`src/rtl/trace_record_v12_decoder.sv`:
```
// Trace record deserializer: rebuilds v1.1 (6-word) / v1.2 (8-word) records from a 64-bit stream,
// checks framing and reports decoded fields with queueing overhead. Optional: SEQ_CHECK_EN.
module trace_record_v12_decoder #(
  parameter int CNT_W      = 16,
  parameter bit ACCEPT_V11 = 1'b1
) (
  input  logic             clk,
  input  logic             rst_n,
  input  logic [63:0]      s_tdata,
  input  logic             s_tvalid,
  output logic             s_tready,
  input  logic             s_tlast,
  output logic             rec_valid,
  input  logic             rec_ready,
  output logic [7:0]       rec_version,
  output logic [7:0]       rec_type,
  output logic [15:0]      rec_core_id,
  output logic [31:0]      rec_seq_no,
  output logic [15:0]      rec_tx_id,
  output logic [15:0]      rec_flags,
  output logic [63:0]      rec_t_ingress,
  output logic [63:0]      rec_t_egress,
  output logic [63:0]      rec_t_host,
  output logic             rec_has_attr,
  output logic [127:0]     rec_deltas,
  output logic [63:0]      rec_overhead,
  output logic             rec_attr_err,
  output logic [CNT_W-1:0] err_version_cnt,
  output logic [CNT_W-1:0] err_frame_cnt,
  output logic [CNT_W-1:0] seq_gap_cnt
);

  typedef enum logic [1:0] {ST_HDR, ST_BODY, ST_OUT, ST_DROP} state_t;

  state_t           r_state, w_state_nxt;
  logic             r_live;
  logic [2:0]       r_idx, r_last_idx;
  logic [7:0]       r_version, r_type;
  logic [15:0]      r_core_id, r_tx_id, r_flags;
  logic [31:0]      r_seq_no, r_d_ingress, r_d_core;
  logic [63:0]      r_t_ingress, r_t_egress, r_t_host, r_overhead;
  logic [127:0]     r_deltas;
  logic             r_has_attr, r_attr_err;
  logic [CNT_W-1:0] r_err_version_cnt, r_err_frame_cnt;

  logic             w_accept, w_hdr_ok, w_is_last, w_ver_err, w_frame_err, w_rec_done;
  logic [63:0]      w_total, w_overhead;
  logic [33:0]      w_sum;
  logic             w_neg, w_sum_over, w_attr_err;

  // r_live holds s_tready low while in reset and on the first edge after release.
  assign s_tready    = r_live && (r_state != ST_OUT);
  assign w_accept    = s_tvalid && s_tready;
  assign w_hdr_ok    = (s_tdata[63:56] == 8'h02) || ((s_tdata[63:56] == 8'h01) && ACCEPT_V11);
  assign w_is_last   = (r_idx == r_last_idx);
  assign w_ver_err   = w_accept && (r_state == ST_HDR) && !w_hdr_ok;
  assign w_frame_err = w_accept && (((r_state == ST_BODY) && (w_is_last != s_tlast)) ||
                                    ((r_state == ST_HDR) && w_hdr_ok && s_tlast));
  assign w_rec_done  = w_accept && (r_state == ST_BODY) && w_is_last && s_tlast;

  // Last-word arithmetic: d_risk/d_egress come straight off the bus in the final v1.2 word.
  assign w_total    = r_t_egress - r_t_ingress;
  assign w_sum      = 34'(r_d_ingress) + 34'(r_d_core) + 34'(s_tdata[63:32]) + 34'(s_tdata[31:0]);
  assign w_neg      = r_t_egress < r_t_ingress;
  assign w_sum_over = 64'(w_sum) > w_total;
  assign w_attr_err = w_neg || (r_has_attr && w_sum_over);
  assign w_overhead = w_attr_err ? '0 : (r_has_attr ? (w_total - 64'(w_sum)) : w_total);

  always_comb begin
    // NOTE: assigning the default before the case means every path drives the signal, so no latch.
    w_state_nxt = r_state;
    case (r_state)
      ST_HDR: if (w_accept) begin
        if (!w_hdr_ok)     w_state_nxt = s_tlast ? ST_HDR : ST_DROP;
        else if (!s_tlast) w_state_nxt = ST_BODY;
      end
      ST_BODY: if (w_accept) begin
        if (w_is_last)    w_state_nxt = s_tlast ? ST_OUT : ST_DROP;
        else if (s_tlast) w_state_nxt = ST_HDR;
      end
      ST_OUT:  if (rec_ready) w_state_nxt = ST_HDR;
      ST_DROP: if (w_accept && s_tlast) w_state_nxt = ST_HDR;
      default: w_state_nxt = ST_HDR;
    endcase
  end

  always_ff @(posedge clk or negedge rst_n) begin
    if (!rst_n) begin
      r_state <= ST_HDR;
      r_live  <= 1'b0;
    end else begin
      // NOTE: non-blocking assignments so every flop samples pre-edge values regardless of order.
      r_state <= w_state_nxt;
      r_live  <= 1'b1;
    end
  end

  always_ff @(posedge clk or negedge rst_n) begin
    if (!rst_n) begin
      r_idx       <= '0;
      r_last_idx  <= '0;
      r_version   <= '0;
      r_type      <= '0;
      r_core_id   <= '0;
      r_seq_no    <= '0;
      r_tx_id     <= '0;
      r_flags     <= '0;
      r_t_ingress <= '0;
      r_t_egress  <= '0;
      r_t_host    <= '0;
      r_d_ingress <= '0;
      r_d_core    <= '0;
      r_has_attr  <= 1'b0;
      r_deltas    <= '0;
      r_overhead  <= '0;
      r_attr_err  <= 1'b0;
    end else begin
      if (w_accept && (r_state == ST_HDR) && w_hdr_ok) begin
        r_version  <= s_tdata[63:56];
        r_type     <= s_tdata[55:48];
        r_core_id  <= s_tdata[47:32];
        r_seq_no   <= s_tdata[31:0];
        r_has_attr <= (s_tdata[63:56] == 8'h02);
        r_last_idx <= (s_tdata[63:56] == 8'h02) ? 3'd7 : 3'd5;
        r_idx      <= 3'd1;
      end
      if (w_accept && (r_state == ST_BODY)) begin
        r_idx <= r_idx + 3'd1;
        case (r_idx)
          3'd1:    r_t_ingress <= s_tdata;
          3'd2:    r_t_egress  <= s_tdata;
          3'd3:    r_t_host    <= s_tdata;
          3'd4:    {r_tx_id, r_flags} <= s_tdata[63:32];
          3'd6:    {r_d_ingress, r_d_core} <= s_tdata;
          default: ;
        endcase
      end
      if (w_rec_done) begin
        r_deltas   <= r_has_attr ? {r_d_ingress, r_d_core, s_tdata} : '0;
        r_overhead <= w_overhead;
        r_attr_err <= w_attr_err;
      end
    end
  end

  always_ff @(posedge clk or negedge rst_n) begin
    if (!rst_n) begin
      r_err_version_cnt <= '0;
      r_err_frame_cnt   <= '0;
    end else begin
      if (w_ver_err && (r_err_version_cnt != '1)) r_err_version_cnt <= r_err_version_cnt + CNT_W'(1);
      if (w_frame_err && (r_err_frame_cnt != '1)) r_err_frame_cnt   <= r_err_frame_cnt + CNT_W'(1);
    end
  end

`ifdef SEQ_CHECK_EN
  logic             r_seq_seeded;
  logic [31:0]      r_seq_last;
  logic [CNT_W-1:0] r_seq_gap_cnt;

  // Only completed records advance the tracker; REC_RESET (type 0x03) re-seeds without counting.
  always_ff @(posedge clk or negedge rst_n) begin
    if (!rst_n) begin
      r_seq_seeded  <= 1'b0;
      r_seq_last    <= '0;
      r_seq_gap_cnt <= '0;
    end else if (w_rec_done) begin
      r_seq_seeded <= 1'b1;
      r_seq_last   <= r_seq_no;
      if (r_seq_seeded && (r_type != 8'h03) && (r_seq_no != r_seq_last + 32'd1) &&
          (r_seq_gap_cnt != '1))
        r_seq_gap_cnt <= r_seq_gap_cnt + CNT_W'(1);
    end
  end
  assign seq_gap_cnt = r_seq_gap_cnt;
`else
  assign seq_gap_cnt = '0;
`endif

  assign rec_valid       = (r_state == ST_OUT);
  assign rec_version     = r_version;
  assign rec_type        = r_type;
  assign rec_core_id     = r_core_id;
  assign rec_seq_no      = r_seq_no;
  assign rec_tx_id       = r_tx_id;
  assign rec_flags       = r_flags;
  assign rec_t_ingress   = r_t_ingress;
  assign rec_t_egress    = r_t_egress;
  assign rec_t_host      = r_t_host;
  assign rec_has_attr    = r_has_attr;
  assign rec_deltas      = r_deltas;
  assign rec_overhead    = r_overhead;
  assign rec_attr_err    = r_attr_err;
  assign err_version_cnt = r_err_version_cnt;
  assign err_frame_cnt   = r_err_frame_cnt;

endmodule

```
`config.mk`:
```
export PLATFORM = sky130hd
export DESIGN_NAME = trace_record_v12_decoder
export DESIGN_NICKNAME = d
export VERILOG_FILES = /design/src/rtl/trace_record_v12_decoder.sv
export SDC_FILE = /design/constraint.sdc
export NUM_CORES = 1
export LEC_CHECK = 0
export CAP_MARGIN = 20
export CORE_MARGIN = 2
export CORE_UTILIZATION = 30
export CTS_BUF_LIST = sky130_fd_sc_hd__clkbuf_8
export CTS_CLUSTER_DIAMETER = 50
export DETAILED_ROUTE_END_ITERATION = 16
export MAX_ROUTING_LAYER = met4
export PLACE_DENSITY = 0.47
export SLEW_MARGIN = 20
export SYNTH_ARGS = -nofsm -noshare
export SYNTH_HDL_FRONTEND = slang
export SYNTH_SLANG_ARGS = --single-unit
```
`constraint.sdc`:
```
create_clock -name clk -period 7.76 [get_ports clk]
set_input_delay 1.552 -clock clk [delete_from_list [all_inputs] [get_ports clk]]
set_output_delay 1.552 -clock clk [all_outputs]
set_load 0.01 [all_outputs]
```
==> results.sh, run 1 <==
export IMPL_outcome="finished, final reports clean"
export IMPL_relSlewSlack_pct=28.2
export IMPL_drtAntennaViolNets=0
export IMPL_synth_area_leaders="dfrtp_1 46%, nand2_1 6.7%, o21ai_0 5.8%, ha_1 5.7%, fa_1 4.1%"
export IMPL_fin_util_pct=42.0
export IMPL_grt_pass1_wl_mm=197
export IMPL_period_share_pct=97.0
export IMPL_viasPerCell=4.88
export IMPL_highest_layer="met4"
export IMPL_rows=120
export IMPL_cts_buffer_depth=3
export IMPL_synthToLayoutAreaGrowth_pct=39.4
export IMPL_crit_arrival_ns=8.17
export IMPL_synth_top_cell_by_area="dfrtp_1"
export IMPL_die_x_um=331
export IMPL_cp_max_fo=6
export IMPL_finalWeightedCongestion=0.916
export IMPL_setup_ws_ns=0.235
export IMPL_slew_viol_final=0
export IMPL_drive_gt1_share_pct=16.9
export IMPL_cp_slowest_cell="fa_1"
export IMPL_wirelength_mm=139
export IMPL_ios=601
export IMPL_vias=28100
export IMPL_dieArea_sq_um=110000
export IMPL_ys_warn_count=0
export IMPL_cp_end_kind="flip-flop"
export IMPL_ys_ff_latch=585
export IMPL_fillers=10700
export IMPL_finalHoldViolCount=0
export IMPL_grt_overflow=0
export IMPL_wl_met3_mm=8.49
export IMPL_async_flop_share_pct=100
export IMPL_clk_latency_ns=0.79
export IMPL_slowest_delay_ns=0.55
export IMPL_hold_path_class="reg2reg"
export IMPL_clock_sinks=585
export IMPL_fin_skew_ns=0.0339
export IMPL_drt_iter0_drc=1703
export IMPL_cpMostUsedCell="inv_1"
export IMPL_dp_slack_ns=-1.32
export IMPL_nets=4536
export IMPL_synth_cell_types=85
export IMPL_grt_start_max_net_pins=221
export IMPL_path_clk_slew_ns=0.06
export IMPL_synth_ff_type="dfrtp_1"
export IMPL_worst_slew_pin_slew_ns=1.08
export IMPL_period_needed_ns=7.53
export IMPL_critical_path_class="in2reg"
export IMPL_drc=0
export IMPL_hpwl_mm=109
export IMPL_port_buffers=584
export IMPL_ctsHoldBuffers=0
export IMPL_leakage_nw=20.6
export IMPL_final_cell_mix="584 x dfrtp_1, 574 x nand2_1, 556 x clkdlybuf4s50_1"
export IMPL_required_ns=8.41
export IMPL_drtPass1Iterations=5
export IMPL_synth_top_area_share_pct=45.6
export IMPL_total_power_mw=23.1
export IMPL_max_cap_violations=0
export IMPL_track_usage_pct=25.4
export IMPL_cts_tree="built"
export IMPL_syn_area_per_cell_sq_um=9.52
export IMPL_startpoint_type="input port"
export IMPL_first_global_vias=28200
export IMPL_initial_core_util_pct=30.1
export IMPL_antenna_found_initial=11
export IMPL_place_inst=5523
export IMPL_clock_fmax_mhz=133
export IMPL_cts_max_level=3
export IMPL_root_buffer="clkbuf_8"
export IMPL_final_cells=5754
export IMPL_wl_met1_mm=59.9
export IMPL_synth_edf_count=0
export IMPL_wl_per_cell_um=24.1
export IMPL_fp_dieH_um=331
export IMPL_seq_area_frac_synth_pct=45.6
export IMPL_met2_length_mm=66.7
export IMPL_synthesis_area_sq_um=32100
export IMPL_core_sq_um=107000
export IMPL_final_area_sq_um=44800
export IMPL_cts_inserted_buffers=114
export IMPL_setup_viol=0
export IMPL_peakVddDrop_uv=418
export IMPL_postSynthCellCount=3372
export IMPL_final_common_cell="dfrtp_1"
export IMPL_powerDensity_nw_per_um2=515
export IMPL_dpl_cell_area_sq_um=41700
synth_stat cells (4+ instances only):
cell / n
buf_1: 7
o21ai_0: 375
and2_1: 18
a22o_1: 4
buf_2: 9
mux2i_1: 25
a41oi_1: 4
o21bai_1: 17
and4_1: 6
a2111oi_0: 5
nor2b_1: 26
buf_4: 16
nor2_1: 108
a211o_1: 6
a2111o_1: 5
a211oi_1: 16
o21ai_1: 17
or3_1: 14
a221oi_1: 4
nand2b_1: 23
xnor2_1: 88
o2111ai_1: 8
ha_1: 147
o21a_1: 22
o211ai_1: 14
fa_1: 66
o31ai_1: 122
and3_1: 29
xor2_1: 67
clkbuf_1: 127
nor4_1: 8
dfrtp_1: 585
mux2_2: 112
nor3_1: 44
inv_1: 290
or2_2: 10
o31a_1: 8
nand4_1: 23
a21o_1: 53
nand2_1: 577
a21oi_1: 147
nand3_1: 33
a31oi_1: 17
cells by family after synthesis:
logic type,count (synthesis),synth area share (%)
adders and majority gates,213,9.84
DFF,585,45.6
AOI/OAI and AO/OA,893,17.3
buffers and inverters,454,5.60
other,2,0.0234
and+or+nand+nor,933,12.7
xor gates and xnor gates,155,4.23
muxes,137,4.71
metal layers:
metal  vias up  global-route usage (%)
met2       810                    41.5
li1      13300                       -
met4         0                    6.46
met1     13800                    31.9
met3       155                    5.55
met5         -                       -
path summary, 6_finish.rpt:
check	cells past startpoint	endpoint	slack (ns)	startpoint
worst max-delay path	29	rec_overhead[10]	0.23	s_tdata[5]
worst min-delay path	2	rec_deltas[74]	0.47	rec_deltas[74]
worst max register to register	26	rec_overhead[10]	0.92	r_d_ingress[9]
worst min register to register	2	rec_deltas[74]	0.47	rec_deltas[74]
max in group asynchronous	2	rec_overhead[48]	5.62	rst_n
min in group asynchronous	1	rec_seq_no[16]	0.82	rst_n
worst max-delay path: cells and delay by family:
family | cells | cell delay, ns
XOR/XNOR | 1 | 0.24
buffers and inverters | 7 | 1.18
AND/OR/NAND/NOR | 5 | 1.22
adder cells (fa/ha/maj) | 4 | 1.60
AO/OA/AOI/OAI | 12 | 2.35
repair_timing:
action / CTS / global route
cloned: 1 / 4
buffers inserted: 4 / 9
resized for setup: 14 / 121
hold endpoints to repair: 0 / 0
pin swaps: 4 / 50
setup endpoints to repair: 65 / 65
through the flow:
stage                     setup TNS [ns]  hold slack [ns]
after floorplan                        0            0.449
after global placement            -76.34            0.459
after detailed placement          -82.75            0.465
after CTS                              0            0.478
after global routing             -0.0719            0.492
final                                  0            0.472
cell type report:
type,count,area [sq um],area share [%]
Antenna cell,7,17.5,0.0391
Tap cell,1403,1760,3.92
Sequential cell,585,14600,32.7
Clock inverter,53,358,0.799
Clock buffer,153,2110,4.70
Timing Repair Buffer,914,8690,19.4
Multi-Input combinational cell,2348,16100,35.9
Inverter,291,1110,2.49
where the power goes:
part / internal (mW) / switching (mW)
clock: 1.86 / 1.47
combinational: 7.25 / 8.27
sequential: 3.71 / 0.511
total: 12.8 / 10.3
registers in the layout, summed over array words and instances, names as in the netlist:
signal / cells
rec_version: 8
rec_flags: 16
r_live: 1
rec_t_ingress: 64
rec_t_host: 64
rec_seq_no: 32
rec_core_id: 16
rec_type: 8
rec_attr_err: 1
r_d_core: 32
r_last_idx: 2
rec_tx_id: 16
r_idx: 3
rec_overhead: 64
rec_deltas: 128
rec_t_egress: 64
r_d_ingress: 32
err_version_cnt: 16
r_state: 2
err_frame_cnt: 16
Power figures use the tool's default switching activity.
==> inputs of run 2 (changes only) <==
HOLD_SLACK_MARGIN = 0.12   (was default)
RECOVER_POWER = 100   (was default)
==> results.sh, run 2 (same netlist as run 1, synthesis figures left out) <==
export IMPL_hpwl_mm=109
export IMPL_grt_start_max_net_pins=221
export IMPL_startpoint_type="input port"
export IMPL_vias=28100
export IMPL_fillers=10800
export IMPL_fin_skew_ns=0.0327
export IMPL_multi_input_area_sq_um=16000
export IMPL_powerDensity_nw_per_um2=511
export IMPL_leakage_nw=22.0
export IMPL_path_buf_inv=7
export IMPL_ios=601
export IMPL_wl_per_cell_um=24.1
export IMPL_required_ns=8.41
export IMPL_regArea_sq_um=14600
export IMPL_dieArea_sq_um=110000
export IMPL_period_needed_ns=7.52
export IMPL_grt_pass1_wl_mm=197
export IMPL_cts_buffer_depth=3
export IMPL_clk_latency_ns=0.79
export IMPL_dp_slack_ns=-1.32
export IMPL_initial_core_util_pct=30.1
export IMPL_first_global_vias=28200
export IMPL_synthToLayoutAreaGrowth_pct=39.0
export IMPL_drtAntennaViolNets=0
export IMPL_drive_gt1_share_pct=16.5
export IMPL_violations="max-capacitance violations, max-slew violations"
export IMPL_track_usage_pct=25.4
export IMPL_antenna_found_initial=11
export IMPL_drc=0
export IMPL_crit_arrival_ns=8.17
export IMPL_cts_max_level=3
export IMPL_grt_overflow=0
export IMPL_rows=120
export IMPL_finalHoldViolCount=0
export IMPL_period_share_pct=96.9
export IMPL_finalWeightedCongestion=0.916
export IMPL_cp_end_kind="flip-flop"
export IMPL_whs_endpoint="rec_deltas[74]"
export IMPL_hold_ws_ns=0.468
export IMPL_crit_start="s_tdata[5]"
export IMPL_largest_reg_flops=128
export IMPL_hold_path_class="reg2reg"
export IMPL_ctsHoldBuffers=0
export IMPL_root_buffer="clkbuf_8"
export IMPL_slew_viol_final=678
export IMPL_wirelength_mm=138
export IMPL_setup_viol=0
export IMPL_fp_dieH_um=331
export IMPL_viasPerCell=4.89
export IMPL_whs_path_depth=2
export IMPL_critical_path_class="in2reg"
export IMPL_worstReg2RegStart="r_d_ingress[1]"
export IMPL_path_clk_slew_ns=0.06
export IMPL_path_depth=29
export IMPL_worst_slew_pin_slew_ns=5.76
export IMPL_outcome="finished, violations left"
export IMPL_port_buffers=584
export IMPL_final_common_cell="dfrtp_1"
export IMPL_r2r_cells=30
export IMPL_final_cell_mix="585 x dfrtp_1, 576 x nand2_1, 519 x dlygate4sd3_1"
export IMPL_r2r_end="rec_overhead[10]"
export IMPL_slowest_delay_ns=0.56
export IMPL_max_cap_violations=11
export IMPL_core_sq_um=107000
export IMPL_drtPass1Iterations=5
export IMPL_cp_top_family="compound AO/OA/AOI/OAI gates"
export IMPL_clock_fmax_mhz=133
export IMPL_clock_sinks=585
export IMPL_setup_ws_ns=0.238
export IMPL_peakVddDrop_uv=421
export IMPL_cts_tree="built"
export IMPL_cp_slowest_cell="fa_1"
export IMPL_relSlewSlack_pct=-284
export IMPL_nets=4536
export IMPL_die_x_um=331
export IMPL_holdCritStartpoint="rec_deltas[74]"
export IMPL_drt_iter0_drc=1787
export IMPL_cp_max_fo=6
export IMPL_ff2ff_setup_slack_ns=0.94
export IMPL_cpMostUsedCell="inv_1"
export IMPL_cts_inserted_buffers=114
[run 2: report_power, final]
part	internal, mW	total [mW]	leakage (nW)	switching [mW]
combinational	7.04	15.3	12.7	8.26
sequential	3.72	4.20	7.90	0.481
clock	1.86	3.32	1.36	1.47
total	12.6	22.8	22.0	10.2
[run 2: how the worst max path moves through the flow]
stage                       end  slack, ns
6_report       rec_overhead[10]       0.24
5_1_grt        rec_overhead[51]      -0.01
3_5_place_dp   rec_overhead[26]      -1.32
4_1_cts        rec_overhead[53]       0.02
3_3_place_gp   rec_overhead[63]      -1.28
2_1_floorplan  rec_overhead[62]       0.02
[run 2: per-layer routing]
metal / wire length [um] / global-route usage (%)
met1: 59800 / 31.9
met2: 66800 / 41.5
met3: 8490 / 5.55
met4: 3380 / 6.46
met5: 0 / -
[run 2: cell type report]
cell class                 count  area share (%)
tap                         1403            3.93
inverter                     291            2.49
clock inverter                53           0.802
sequential                   585            32.8
antenna                        7          0.0392
multi-input combinational   2348            35.9
timing repair buffer         914            19.3
clock buffer                 153            4.72
[run 2: timing repair]
action	in CTS	in global routing
setup buffers	4	9
gates resized for setup	14	121
pin swaps	4	50
endpoints found under the setup margin	65	65
gates cloned	1	4
[run 2: worst min-delay path, stage by stage (launching register included)]
cell and delay, ns:
dfrtp_1 0.34, nand2_1 0.05, o31ai_1 0.05
[run 2: per-stage QoR]
| stage | std cells | power (mW) | cell area, sq um | setup TNS, ns | utilization, % |
|---|---|---|---|---|---|
| final | 5754 | 22.8 | 44600 | 0 | 41.9 |
| after global routing | 5752 | 24.5 | 44600 | -0.0721 | 41.9 |
| after CTS | 5734 | 23.0 | 44200 | 0 | 41.5 |
| after detailed placement | 5523 | 19.4 | 41700 | -82.75 | 39.1 |
| after global placement | 5523 | 19.5 | 41700 | -76.34 | 39.1 |
| after floorplan | 3387 | 12.5 | 32200 | 0 | - |
==> inputs of run 3 (changes only) <==
PLACE_DENSITY = default   (was 0.47)
PLACE_DENSITY_LB_ADDON = 0.12   (was default)
==> results.sh, run 3 (same netlist as run 1, synthesis figures left out) <==
export IMPL_nets=4528
export IMPL_wl_per_cell_um=24.0
export IMPL_startpoint_type="input port"
export IMPL_cts_buffer_depth=3
export IMPL_drtAntennaViolNets=0
export IMPL_clk_latency_ns=0.80
export IMPL_viasPerCell=4.87
export IMPL_finalWeightedCongestion=0.932
export IMPL_period_share_pct=98.9
export IMPL_ios=601
export IMPL_drive_gt1_share_pct=16.0
export IMPL_cp_slowest_cell="fa_1"
export IMPL_core_sq_um=107000
export IMPL_initial_core_util_pct=30.1
export IMPL_port_buffers=584
export IMPL_clock_fmax_mhz=130
export IMPL_final_common_cell="dfrtp_1"
export IMPL_wl_met3_mm=8.75
export IMPL_fp_dieH_um=331
export IMPL_final_cell_mix="585 x dfrtp_1, 576 x nand2_1, 518 x dlygate4sd3_1"
export IMPL_final_area_sq_um=44500
export IMPL_clock_sinks=585
export IMPL_highest_layer="met4"
export IMPL_fin_skew_ns=0.0434
export IMPL_slowest_delay_ns=0.52
export IMPL_cp_max_fo=7
export IMPL_finalHoldViolCount=0
export IMPL_cp_end_kind="flip-flop"
export IMPL_total_power_mw=22.5
export IMPL_antenna_found_initial=27
export IMPL_first_global_vias=27900
export IMPL_die_x_um=331
export IMPL_cts_max_level=3
export IMPL_worst_slew_pin_slew_ns=5.92
export IMPL_vias=28000
export IMPL_fin_util_pct=41.7
export IMPL_path_clk_slew_ns=0.06
export IMPL_crit_arrival_ns=8.31
export IMPL_setup_viol=0
export IMPL_setup_ws_ns=0.0858
export IMPL_grt_pass1_wl_mm=196
export IMPL_root_buffer="clkbuf_8"
export IMPL_dieArea_sq_um=110000
export IMPL_required_ns=8.39
export IMPL_wirelength_mm=138
export IMPL_dp_slack_ns=-1.26
export IMPL_track_usage_pct=25.4
export IMPL_relSlewSlack_pct=-294
export IMPL_synthToLayoutAreaGrowth_pct=38.5
export IMPL_largest_reg_flops=128
export IMPL_drtPass1Iterations=5
export IMPL_grt_start_max_net_pins=177
export IMPL_critical_path_class="in2reg"
export IMPL_hpwl_mm=108
export IMPL_period_needed_ns=7.67
export IMPL_drc=0
export IMPL_ff2ff_setup_slack_ns=0.85
export IMPL_setup_tns_ns=0
export IMPL_leakage_nw=21.9
export IMPL_max_cap_violations=13
export IMPL_cts_inserted_buffers=115
export IMPL_wl_met1_mm=59.0
export IMPL_slew_viol_final=816
export IMPL_grt_overflow=0
export IMPL_hold_path_class="reg2reg"
export IMPL_drt_iter0_drc=1561
export IMPL_violations="max-capacitance violations, max-slew violations"
export IMPL_peakVddDrop_uv=358
export IMPL_rows=120
export IMPL_dpl_cell_area_sq_um=41600
export IMPL_powerDensity_nw_per_um2=507
export IMPL_cts_tree="built"
export IMPL_met2_length_mm=64.8
export IMPL_outcome="finished, violations left"
run 3: critical path, delay by kind of cell:
family          cells  cell delay, ns
compound gates     12            2.61
xor+xnor            1            0.16
fa+ha+maj           4            1.63
buf+inv             6            1.10
simple gates        8            1.22
run 3: power breakdown:
part / internal [mW] / leakage [nW] / total, mW / switching (mW)
clock: 1.80 / 1.33 / 3.25 / 1.45
sequential: 3.72 / 7.90 / 4.17 / 0.455
combinational: 6.92 / 12.6 / 15.1 / 8.21
total: 12.4 / 21.9 / 22.5 / 10.1
run 3: metrics by stage:
step                      hold slack, ns  instances
after floorplan                    0.449       3387
after global routing               0.491       5750
after CTS                          0.478       5726
after detailed placement           0.465       5517
final                              0.466       5753
after global placement             0.459       5517
run 3: layer usage:
layer  GRT usage (%)  vias to the layer above
li1                -                    13400
met1            31.5                    13700
met2            39.9                      770
met3            6.37                      205
met4            9.40                        0
met5               -                        -
run 3: final cells by class:
class	instances	area, sq um
antenna	18	45.0
clock buffer	140	1930
clock inverter	63	448
fill	10800	62100
inverter	291	1100
multi-input combinational	2348	16000
sequential	585	14600
tap	1403	1760
timing repair buffer	905	8510
run 3: path summary, 6_finish.rpt:
| kind | start | to | cells past startpoint |
|---|---|---|---|
| min in group asynchronous | rst_n | rec_deltas[10] | 1 |
| worst max-delay path | s_tdata[40] | rec_overhead[8] | 31 |
| worst min-delay path | rec_deltas[58] | rec_deltas[58] | 2 |
| worst min register to register | rec_deltas[58] | rec_deltas[58] | 2 |
| max in group asynchronous | rst_n | rec_version[7] | 2 |
| worst max register to register | r_d_ingress[1] | rec_overhead[8] | 32 |
run 3: timing repair:
| action | 4_1_cts | 5_1_grt |
|---|---|---|
| resized for setup | 22 | 102 |
| gates cloned | 1 | 3 |
| hold buffers | 0 | 0 |
| setup buffers | 5 | 8 |
| pin swaps | 8 | 49 |
| endpoints found under the setup margin | 65 | 65 |
